==> src/rtl/bus_trace_fifo.sv <==
`default_nettype none
// ============================================================================
//  Module   : bus_trace_fifo
//  Purpose  : Captures {RW, A, D} of every selected, completed PHI2 bus cycle
//             into a show-ahead FIFO with registered head output. A capture
//             that arrives while the FIFO is full is dropped, and the sticky
//             overflow flag is set. The target bus is never stalled.
//  Options  : TRACE_TIMESTAMP_EN adds a 16-bit PHI2-fall counter. The counter
//             value is prepended to each entry (DW = 41 instead of 25).
//  Revision : 1.0  initial release
// ============================================================================
module bus_trace_fifo #(
  parameter int DEPTH_LOG2 = 4,
`ifdef TRACE_TIMESTAMP_EN
  localparam int DW = 41
`else
  localparam int DW = 25
`endif
) (
  input  logic                  clk,
  input  logic                  rstN,
  input  logic                  en,
  input  logic                  PHI2,
  input  logic                  RW,
  input  logic [15:0]           A,
  input  logic [7:0]            D,
  input  logic                  ceN,
  input  logic                  rd,
  output logic [DW-1:0]         dout,
  output logic                  empty,
  output logic                  full,
  output logic [DEPTH_LOG2:0]   count,
  output logic                  overflow,
  input  logic                  clr_ovf
);

  localparam int                  DEPTH    = 1 << DEPTH_LOG2;
  localparam logic [DEPTH_LOG2:0]   CNT_ONE  = (DEPTH_LOG2+1)'(1);
  localparam logic [DEPTH_LOG2:0]   CNT_FULL = (DEPTH_LOG2+1)'(DEPTH);
  localparam logic [DEPTH_LOG2-1:0] PTR_ONE  = DEPTH_LOG2'(1);

  logic                  phi2_q;
  logic                  rw_q;
  logic [15:0]           a_q;
  logic [7:0]            d_q;
  logic                  ceN_q;
  logic [DEPTH_LOG2-1:0] wptr_q, wptr_d;
  logic [DEPTH_LOG2-1:0] rptr_q, rptr_d;
  logic [DEPTH_LOG2:0]   count_q, count_d;
  logic                  ovf_q, ovf_d;
  logic [DW-1:0]         dout_q, dout_d;
  logic [DW-1:0]         mem_q [DEPTH];

  logic                  w_fall, w_cap, w_pop, w_wr, w_drop, w_head_new;
  logic                  w_empty, w_full;
  logic [DW-1:0]         w_entry;

  assign w_empty = (count_q == '0);
  assign w_full  = (count_q == CNT_FULL);
  assign w_fall  = phi2_q & ~PHI2;

`ifdef TRACE_TIMESTAMP_EN
  logic [15:0] ts_q;

  // Free-running count of PHI2 falling edges, independent of ceN and en
  always_ff @(posedge clk) begin
    if (!rstN)       ts_q <= 16'h0000;
    else if (w_fall) ts_q <= ts_q + 16'h0001;
  end

  assign w_entry = {ts_q, rw_q, a_q, d_q};
`else
  assign w_entry = {rw_q, a_q, d_q};
`endif

  // Bus sampling: PHI2 is tracked every cycle, and bus fields follow only while PHI2 is high
  always_ff @(posedge clk) begin
    if (!rstN) begin
      phi2_q <= 1'b0;
      rw_q   <= 1'b0;
      a_q    <= 16'h0000;
      d_q    <= 8'h00;
      ceN_q  <= 1'b1;
    end else begin
      phi2_q <= PHI2;
      if (PHI2) begin
        rw_q  <= RW;
        a_q   <= A;
        d_q   <= D;
        ceN_q <= ceN;
      end
    end
  end

  // Event decode, pointer/count/flag next state, and next registered head
  always_comb begin
    w_cap   = w_fall & ~ceN_q & en;
    w_pop   = rd & ~w_empty;
    // A pop in the same cycle frees the slot, so a full FIFO still accepts the write
    w_wr    = w_cap & (~w_full | w_pop);
    w_drop  = w_cap & w_full & ~w_pop;
    wptr_d  = w_wr  ? wptr_q + PTR_ONE : wptr_q;
    rptr_d  = w_pop ? rptr_q + PTR_ONE : rptr_q;
    count_d = count_q;
    if (w_wr && !w_pop)      count_d = count_q + CNT_ONE;
    else if (!w_wr && w_pop) count_d = count_q - CNT_ONE;
    // A set takes priority over a simultaneous clear
    ovf_d   = w_drop ? 1'b1 : (clr_ovf ? 1'b0 : ovf_q);
    // The new entry becomes the head when nothing else remains in front of it
    w_head_new = w_wr & (w_empty | ((count_q == CNT_ONE) & w_pop));
    dout_d  = dout_q;
    if (w_head_new)          dout_d = w_entry;
    else if (count_d != '0)  dout_d = mem_q[rptr_d];
  end

  // FIFO control state and registered head output
  always_ff @(posedge clk) begin
    if (!rstN) begin
      wptr_q  <= '0;
      rptr_q  <= '0;
      count_q <= '0;
      ovf_q   <= 1'b0;
      dout_q  <= '0;
    end else begin
      wptr_q  <= wptr_d;
      rptr_q  <= rptr_d;
      count_q <= count_d;
      ovf_q   <= ovf_d;
      dout_q  <= dout_d;
    end
  end

  // Storage array; the contents need no reset because the pointers define validity
  always_ff @(posedge clk) begin
    if (w_wr) mem_q[wptr_q] <= w_entry;
  end

  assign dout     = dout_q;
  assign empty    = w_empty;
  assign full     = w_full;
  assign count    = count_q;
  assign overflow = ovf_q;

endmodule
`default_nettype wire

==> config.mk <==
export PLATFORM = sky130hd
export DESIGN_NAME = bus_trace_fifo
export DESIGN_NICKNAME = d
export VERILOG_FILES = /design/src/rtl/bus_trace_fifo.sv
export SDC_FILE = /design/constraint.sdc
export NUM_CORES = 1
export LEC_CHECK = 0
export CAP_MARGIN = 20
export CORE_AREA = 2 2 194 196
export DETAILED_ROUTE_END_ITERATION = 8
export DIE_AREA = 0 0 196 198
export GPL_TIMING_DRIVEN = 0
export PLACE_DENSITY = 0.7
export SYNTH_ARGS = -nofsm -noshare
export SYNTH_HDL_FRONTEND = slang
export SYNTH_SLANG_ARGS = --single-unit
==> constraint.sdc <==
create_clock -name clk -period 7 [get_ports clk]
set_input_delay 1.4 -clock clk [delete_from_list [all_inputs] [get_ports clk]]
set_output_delay 1.4 -clock clk [all_outputs]
set_load 0.005 [all_outputs]
==> out/metrics.yaml, run 1 <==
timing:
  setup_viol: 0
  rsz0062_at_grt: "no"
  hold_violations: 0
  max_slew.worst_pin.slew_ns: 1.07
  skew_ns: 0.0206
  period_share: 0.604
  clock.fmax_mhz: 237
  slew_headroom: 0.283
  period_needed_ns: 4.23
  slew_viol_final: 0
power_and_ir_drop:
  peakVddDrop_mv: 0.230
  power_density_nw_per_um2: 369
  p_leak_nw: 7.83
  total_power_mw: 8.25
grt:
  antenna_found_initial: 0
  grt-ovfl-total: 0
  grt_first_pass_wirelength_um: 73600
  grt_pass1_vias: 12300
  grt_max_degree: 26
  grtUsageTotal: 0.257
clock_network:
  htreeDepth: 2
  cts-root-buf: "clkbuf_16"
  clock_path_buffers: 3
  clock_latency_ns: 0.56
  cts_tree: "built"
  hold_buffers: 0
  cts_inserted_buffers: 45
  cts_setup_buffers: 0
  cts.sinks: 466
  cts-resized-gates: 0
  path_clk_slew_ns: 0.07
setup_path:
  cp-start-kind: "input port"
  path_cells: "clkdlybuf4s50_1, inv_2, or3_1, nand2_1, clkbuf_1, nand2_1, a32o_1, o21ai_0, a32o_1"
  r2r-end: "dout[17]"
  arrival_ns: 4.72
  cpPeakStageDelay_ns: 0.67
  startpoint: "rd"
  path_class: "input port to flip-flop"
  crit_required_ns: 7.49
  crit_family: "buffers and inverters"
  crit_path_end_kind: "flip-flop"
  worst-path-buf-inv: 3
  slowest_stage: "clkdlybuf4s50_1"
  r2r_slack_ns: 3.28
  r2r_cells: 11
  critPathMaxFanout: 10
  rr_startpoint: "count[0]"
detailed_routing:
  viasPerCell: 6.11
  routed_wl_um: 49600
  post_drt_wl_per_cell_um: 24.8
  firstDrtPassIters: 5
  final_antenna_net_count: 0
  drc: 0
  via_count: 12200
  drtIter0Drc: 1544
logic_synthesis:
  syn_inst: 1368
  synth_compound_gate_area_share: 0.0841
  synth_fa_ha_area_frac: 0.00586
  syn_area_um2: 19200
  yosysWarnings: 0
  avgSynthCellArea_um2: 14.0
  synth_top_family_by_area: "multiplexers"
  ys_seq_area_frac: 0.694
  synthFlopType: "edfxtp_1"
  synth-seq-cells: 466
  synthArstFlopShare: 0
  synthMuxAreaShare: 0.0886
  synth.net_count: 1409
  synth_xor_area_frac: 0.00449
  synth_edf_count: 400
  synthSimpleGateAreaFrac: 0.0838
  yosysUniqueCellTypes: 53
placed_design:
  gp_congestion: 0.838
  dpl.cell_count: 1921
  dp_hpwl_um: 32200
  numPortBuffers: 63
die:
  die_h_um: 198
  start_util: 0.520
  ioPinCount: 65
  die-area_um2: 38800
  core_area_um2: 37000
  die_x_um: 196
  std_cell_rows: 71
hold_path:
  hold_path_class: "flip-flop to flip-flop"
  holdCritStartpoint: "overflow"
  hold_end: "overflow"
  hold_depth: 2
layout:
  areaGrowthSynthToFinish_pct: 16.4
  n_antenna_cell: 0
  instances_no_fill: 2004
  drive_above_1_share: 0.116
  nets: 1535
  nFillCells: 2797
flow_run:
  drv_cap: 0
status:
  run_status: "completed"
==> cell usage in the layout (no fill, tap or decap), drive strengths merged, types with 11 or more instances in the layout <==
master         instances
edfxtp               400
nand2                147
mux2i                133
nand3                 97
clkbuf                94
inv                   86
nor2                  85
o211ai                72
dfxtp                 66
buf                   66
clkdlybuf4s50         63
a32o                  50
o21ai                 17
a41oi                 16
mux4                  16
clkinv                15
a32oi                 11
==> synthesized netlist by cell type, types with 4 or more instances <==
cell	instances	area [um^2]
edfxtp_1	400	12000
nand2_1	146	548
mux2i_1	133	1330
nand3_1	96	480
nor2_1	84	315
inv_1	81	304
o211ai_1	72	541
dfxtp_1	66	1320
a32o_1	50	500
clkbuf_1	39	146
buf_2	27	135
a41oi_1	16	140
mux4_2	16	360
o21ai_0	16	80.1
a32oi_1	11	96.3
buf_1	10	37.5
nor3_1	10	50.1
a31oi_1	9	56.3
buf_4	9	67.6
ha_1	9	113
o32ai_1	9	78.8
and2_1	7	43.8
a21oi_1	5	25.0
xor2_1	5	43.8
buf_6	4	45.0
nand2b_1	4	25.0
==> kinds of logic (layout without fill, tap and decap cells) <==
logic type | count (synthesis) | in the layout
DFF | 466 | 466
and+or+nand+nor | 363 | 363
AOI/OAI and AO/OA | 198 | 198
buffers and inverters | 173 | 335
muxes | 150 | 150
adders and majority gates | 9 | 9
xor gates and xnor gates | 9 | 9
==> cell type report <==
type / count / area, um^2 / share of cell area
sequential: 466 / 13300 / 0.596
multi-input combinational: 729 / 5230 / 0.234
clock buffer: 55 / 1240 / 0.0553
timing repair buffer: 79 / 850 / 0.0380
tap: 474 / 593 / 0.0265
buffer: 89 / 432 / 0.0193
clock inverter: 28 / 375 / 0.0168
inverter: 84 / 320 / 0.0143
==> power by group <==
| group | internal [mW] | switching (mW) | leakage (nW) |
|---|---|---|---|
| Sequential | 3.10 | 0.130 | 4.10 |
| Clock | 1.59 | 1.04 | 0.795 |
| Combinational | 0.931 | 1.46 | 2.94 |
==> sequential cells by signal, indices dropped and copies added, names as in the netlist <==
signal,cells
wptr_q,4
count,5
d_q,8
ceN_q,1
a_q,16
dout,25
rw_q,1
rptr_q,4
phi2_q,1
mem_q,400
overflow,1
==> how the worst max path moves through the flow <==
stage / endpoint / cells after the start / slack [ns]
5_1_grt: dout[19] / 10 / 2.74
3_3_place_gp: mem_q[3][17] / 6 / -0.18
2_1_floorplan: mem_q[3][0] / 5 / 2.62
3_5_place_dp: dout[19] / 10 / 2.32
4_1_cts: dout[19] / 10 / 2.92
6_report: dout[17] / 9 / 2.77
==> worst reg2reg max path, cell delays in order, from the launching register on <==
cell	delay, ns
dfxtp_1	0.52
inv_1	0.15
ha_1	0.25
or4b_4	0.27
clkinv_4	0.11
or3_1	0.39
nand2_1	0.29
clkbuf_1	0.59
nand2_1	0.12
a32o_1	0.26
o21ai_0	0.46
a32o_1	0.27
==> metrics by stage <==
stage	area [um^2]	TNS [ns]	util	hold WS (ns)	worst slack, ns
after CTS	22400	0	0.605	0.477	2.92
after detailed placement	20800	0	0.562	0.467	2.32
after floorplan	19200	0	-	0.449	2.62
final	22400	0	0.605	0.472	2.77
after global placement	20400	-4.94	0.553	0.470	-0.184
after global routing	22400	0	0.605	0.509	2.74
==> routing by layer <==
layer / track usage / vias up / part of all wire
met3: 0.0407 / 112 / 0.074
met2: 0.435 / 544 / 0.49
met1: 0.338 / 6140 / 0.40
met5: 0 / - / 0
li1: - / 5453 / -
met4: 0.0954 / 0 / 0.032
Note: power is estimated with default switching activity, not from simulation.
==> run 2: changes to the inputs <==
- clock period: 7 -> 4 ns (I/O delays scaled with it)
==> results of run 2 <==
Same layout as run 1 (identical final DEF). Status: completed.
Among the figures that moved: setup slack after placement 2.32 ns -> -0.0850 ns; setup slack after layout 2.77 ns -> 0.277 ns; start point of the critical path rd -> count[0]; register-to-register setup slack 3.28 ns -> 0.28 ns; total power 8.25 mW -> 14.4 mW; worst IR drop on VDD 0.230 mV -> 0.403 mV
==> run 3: changes to the inputs <==
- ABC_AREA: unset -> 1
- CORE_AREA: 2 2 194 196 -> 2 2 199 201
- DIE_AREA: 0 0 196 198 -> 0 0 201 203
==> out/metrics.yaml, run 3 <==
status:
  run_status: "completed"
timing:
  skew_ns: 0.0167
  whs_ns: 0.462
  max_slew.worst_pin.slew_ns: 0.995
  hold_violations: 0
  rsz0062_at_grt: "no"
  slew_viol_final: 0
  setup_tns_ns: 0
  clock.fmax_mhz: 318
  setup_viol: 0
  period_share: 0.787
  period_needed_ns: 3.15
  slew_headroom: 0.335
layout:
  top_register: "mem_q"
  instances_no_fill: 2675
  nets: 2161
  layout_common_cells: "nand2_1, nand3_1, edfxtp_1, inv_1, buf_2"
  final_common_cell: "nand2_1"
  drive_above_1_share: 0.0909
  nFillCells: 3135
  areaGrowthSynthToFinish_pct: 14.5
  n_antenna_cell: 0
  largest_reg_flops: 400
flow_run:
  drv_cap: 0
logic_synthesis:
  syn_area_um2: 20200
  synth_area_leaders: "edfxtp_1, nand3_1, nand2_1, dfxtp_1, inv_1"
  synth_edf_count: 400
  yosys.area.top_type: "edfxtp_1"
  synthArstFlopShare: 0
  yosys-top-cells-count: "nand2_1, nand3_1, edfxtp_1"
  yosysMostFrequentCell: "nand2_1"
  synth.net_count: 2049
  synth_top_area_share: 0.593
  yosysWarnings: 0
  ys_seq_area_frac: 0.659
  synthFlopType: "edfxtp_1"
  synth-seq-cells: 466
  yosysUniqueCellTypes: 31
  avgSynthCellArea_um2: 10.1
  syn_inst: 2008
clock_network:
  cts_inserted_buffers: 46
  cts_setup_buffers: 0
  htreeDepth: 2
  hold_buffers: 0
  clock_path_buffers: 3
  cts_tree: "built"
  cts-root-buf: "clkbuf_16"
  cts-resized-gates: 0
  path_clk_slew_ns: 0.06
  cts.sinks: 466
  clock_latency_ns: 0.56
hold_path:
  holdCritStartpoint: "ceN_q"
  hold_end: "ceN_q"
  hold_depth: 2
  hold_path_class: "flip-flop to flip-flop"
setup_path:
  critPathMaxFanout: 25
  arrival_ns: 3.32
  crit_path_end_kind: "flip-flop"
  cp-start-kind: "flip-flop"
  r2r-end: "mem_q[0][1]"
  r2r_slack_ns: 0.85
  path_class: "flip-flop to flip-flop"
  rr_startpoint: "count[0]"
  crit_required_ns: 4.18
  r2r_cells: 9
power_and_ir_drop:
  switching_share: 0.427
  comb_power_share: 0.453
  switchingPower_mw: 7.80
  clkPwrFrac: 0.237
  p_seq_frac: 0.310
  p_leak_nw: 9.47
  power_density_nw_per_um2: 788
  p_int_mw: 10.5
  peakVddDrop_mv: 0.387
  total_power_mw: 18.3
detailed_routing:
  via_count: 15000
  drtIter0Drc: 1787
  drc: 0
  firstDrtPassIters: 5
  viasPerCell: 5.61
  post_drt_wl_per_cell_um: 21.0
  routed_wl_um: 56100
  final_antenna_net_count: 0
grt:
  grtUsageTotal: 0.279
  grt_max_degree: 26
  grt_pass1_vias: 14400
  grt_first_pass_wirelength_um: 85700
  antenna_found_initial: 0
  grt-ovfl-total: 0
die:
  die_x_um: 201
  ioPinCount: 65
  core_area_um2: 38500
  die_h_um: 203
  die-area_um2: 40800
  start_util: 0.526
  std_cell_rows: 72
placed_design:
  dp_hpwl_um: 38200
  dpl.cell_count: 2590
  numPortBuffers: 62
  gp_congestion: 0.911
[run 3: cell count changes after synthesis, sizes merged, moves of 16 or more]
cell,change
or2,+17
inv,+146
a32o,-50
nand3,+351
nand2,+384
o21ai,+20
mux2i,-133
a21oi,+31
mux4,-16
a41oi,-16
buf,+39
o211ai,-60
[run 3: power by group through the flow]
stage	clock network, mW	logic (mW)	registers, mW
2_1_floorplan	0	5.14	5.69
3_3_place_gp	0	7.93	5.75
3_5_place_dp	0	8.07	5.75
4_1_cts	4.34	8.12	5.65
5_1_grt	4.53	9.06	5.68
6_report	4.32	8.27	5.66
[run 3: worst max-delay path by stage]
stage,start,to,slack [ns],cells past startpoint
6_report,count[0],mem_q[0][1],0.85,9
5_1_grt,count[0],mem_q[14][14],0.61,9
4_1_cts,count[0],mem_q[14][14],0.83,9
3_5_place_dp,en,mem_q[14][14],0.36,9
3_3_place_gp,en,mem_q[1][10],-0.88,9
2_1_floorplan,PHI2,mem_q[11][0],0.92,8
[run 3: cell families (layout without fill, tap and decap cells)]
family                   Yosys count  count (layout)  synth area share
AO/OA/AOI/OAI                     85              85            0.0227
XOR/XNOR                           7               7           0.00340
adder cells (fa/ha/maj)            9               9           0.00556
buffers and inverters            350             499            0.0715
flip-flops                       466             466             0.659
AND/OR/NAND/NOR                 1091            1091             0.238
[run 3: routing by layer]
metal,track usage,share of wire,wire (um)
met3,0.0457,0.099,5570
met2,0.452,0.47,26100
met1,0.388,0.41,22800
met4,0.0884,0.027,1540
met5,0,0,0
[run 3: through the flow]
stage	utilization	area, um^2	setup WS, ns
2_1_floorplan	-	20200	0.917
3_3_place_gp	0.559	21500	-0.881
3_5_place_dp	0.564	21700	0.358
4_1_cts	0.602	23200	0.828
5_1_grt	0.602	23200	0.608
6_report	0.602	23200	0.853
[run 3: critical path, stage by stage (launching register included)]
cell	delay, ns
dfxtp_1	0.44
inv_1	0.14
ha_1	0.28
nand3_1	0.18
inv_1	0.10
nand2_1	0.09
nand2_1	0.21
inv_1	0.21
nand2_1	0.26
nor2_4	0.81
[run 3: final cells by class]
type,count,area [um^2],area share
flip-flops and latches,466,13300,0.575
multi-input cells,1192,5580,0.241
clock buffers,69,1320,0.0569
inverters,230,863,0.0373
repair buffers,64,668,0.0288
well taps,518,648,0.0280
plain buffers,120,584,0.0252
clock inverters,16,178,0.00767
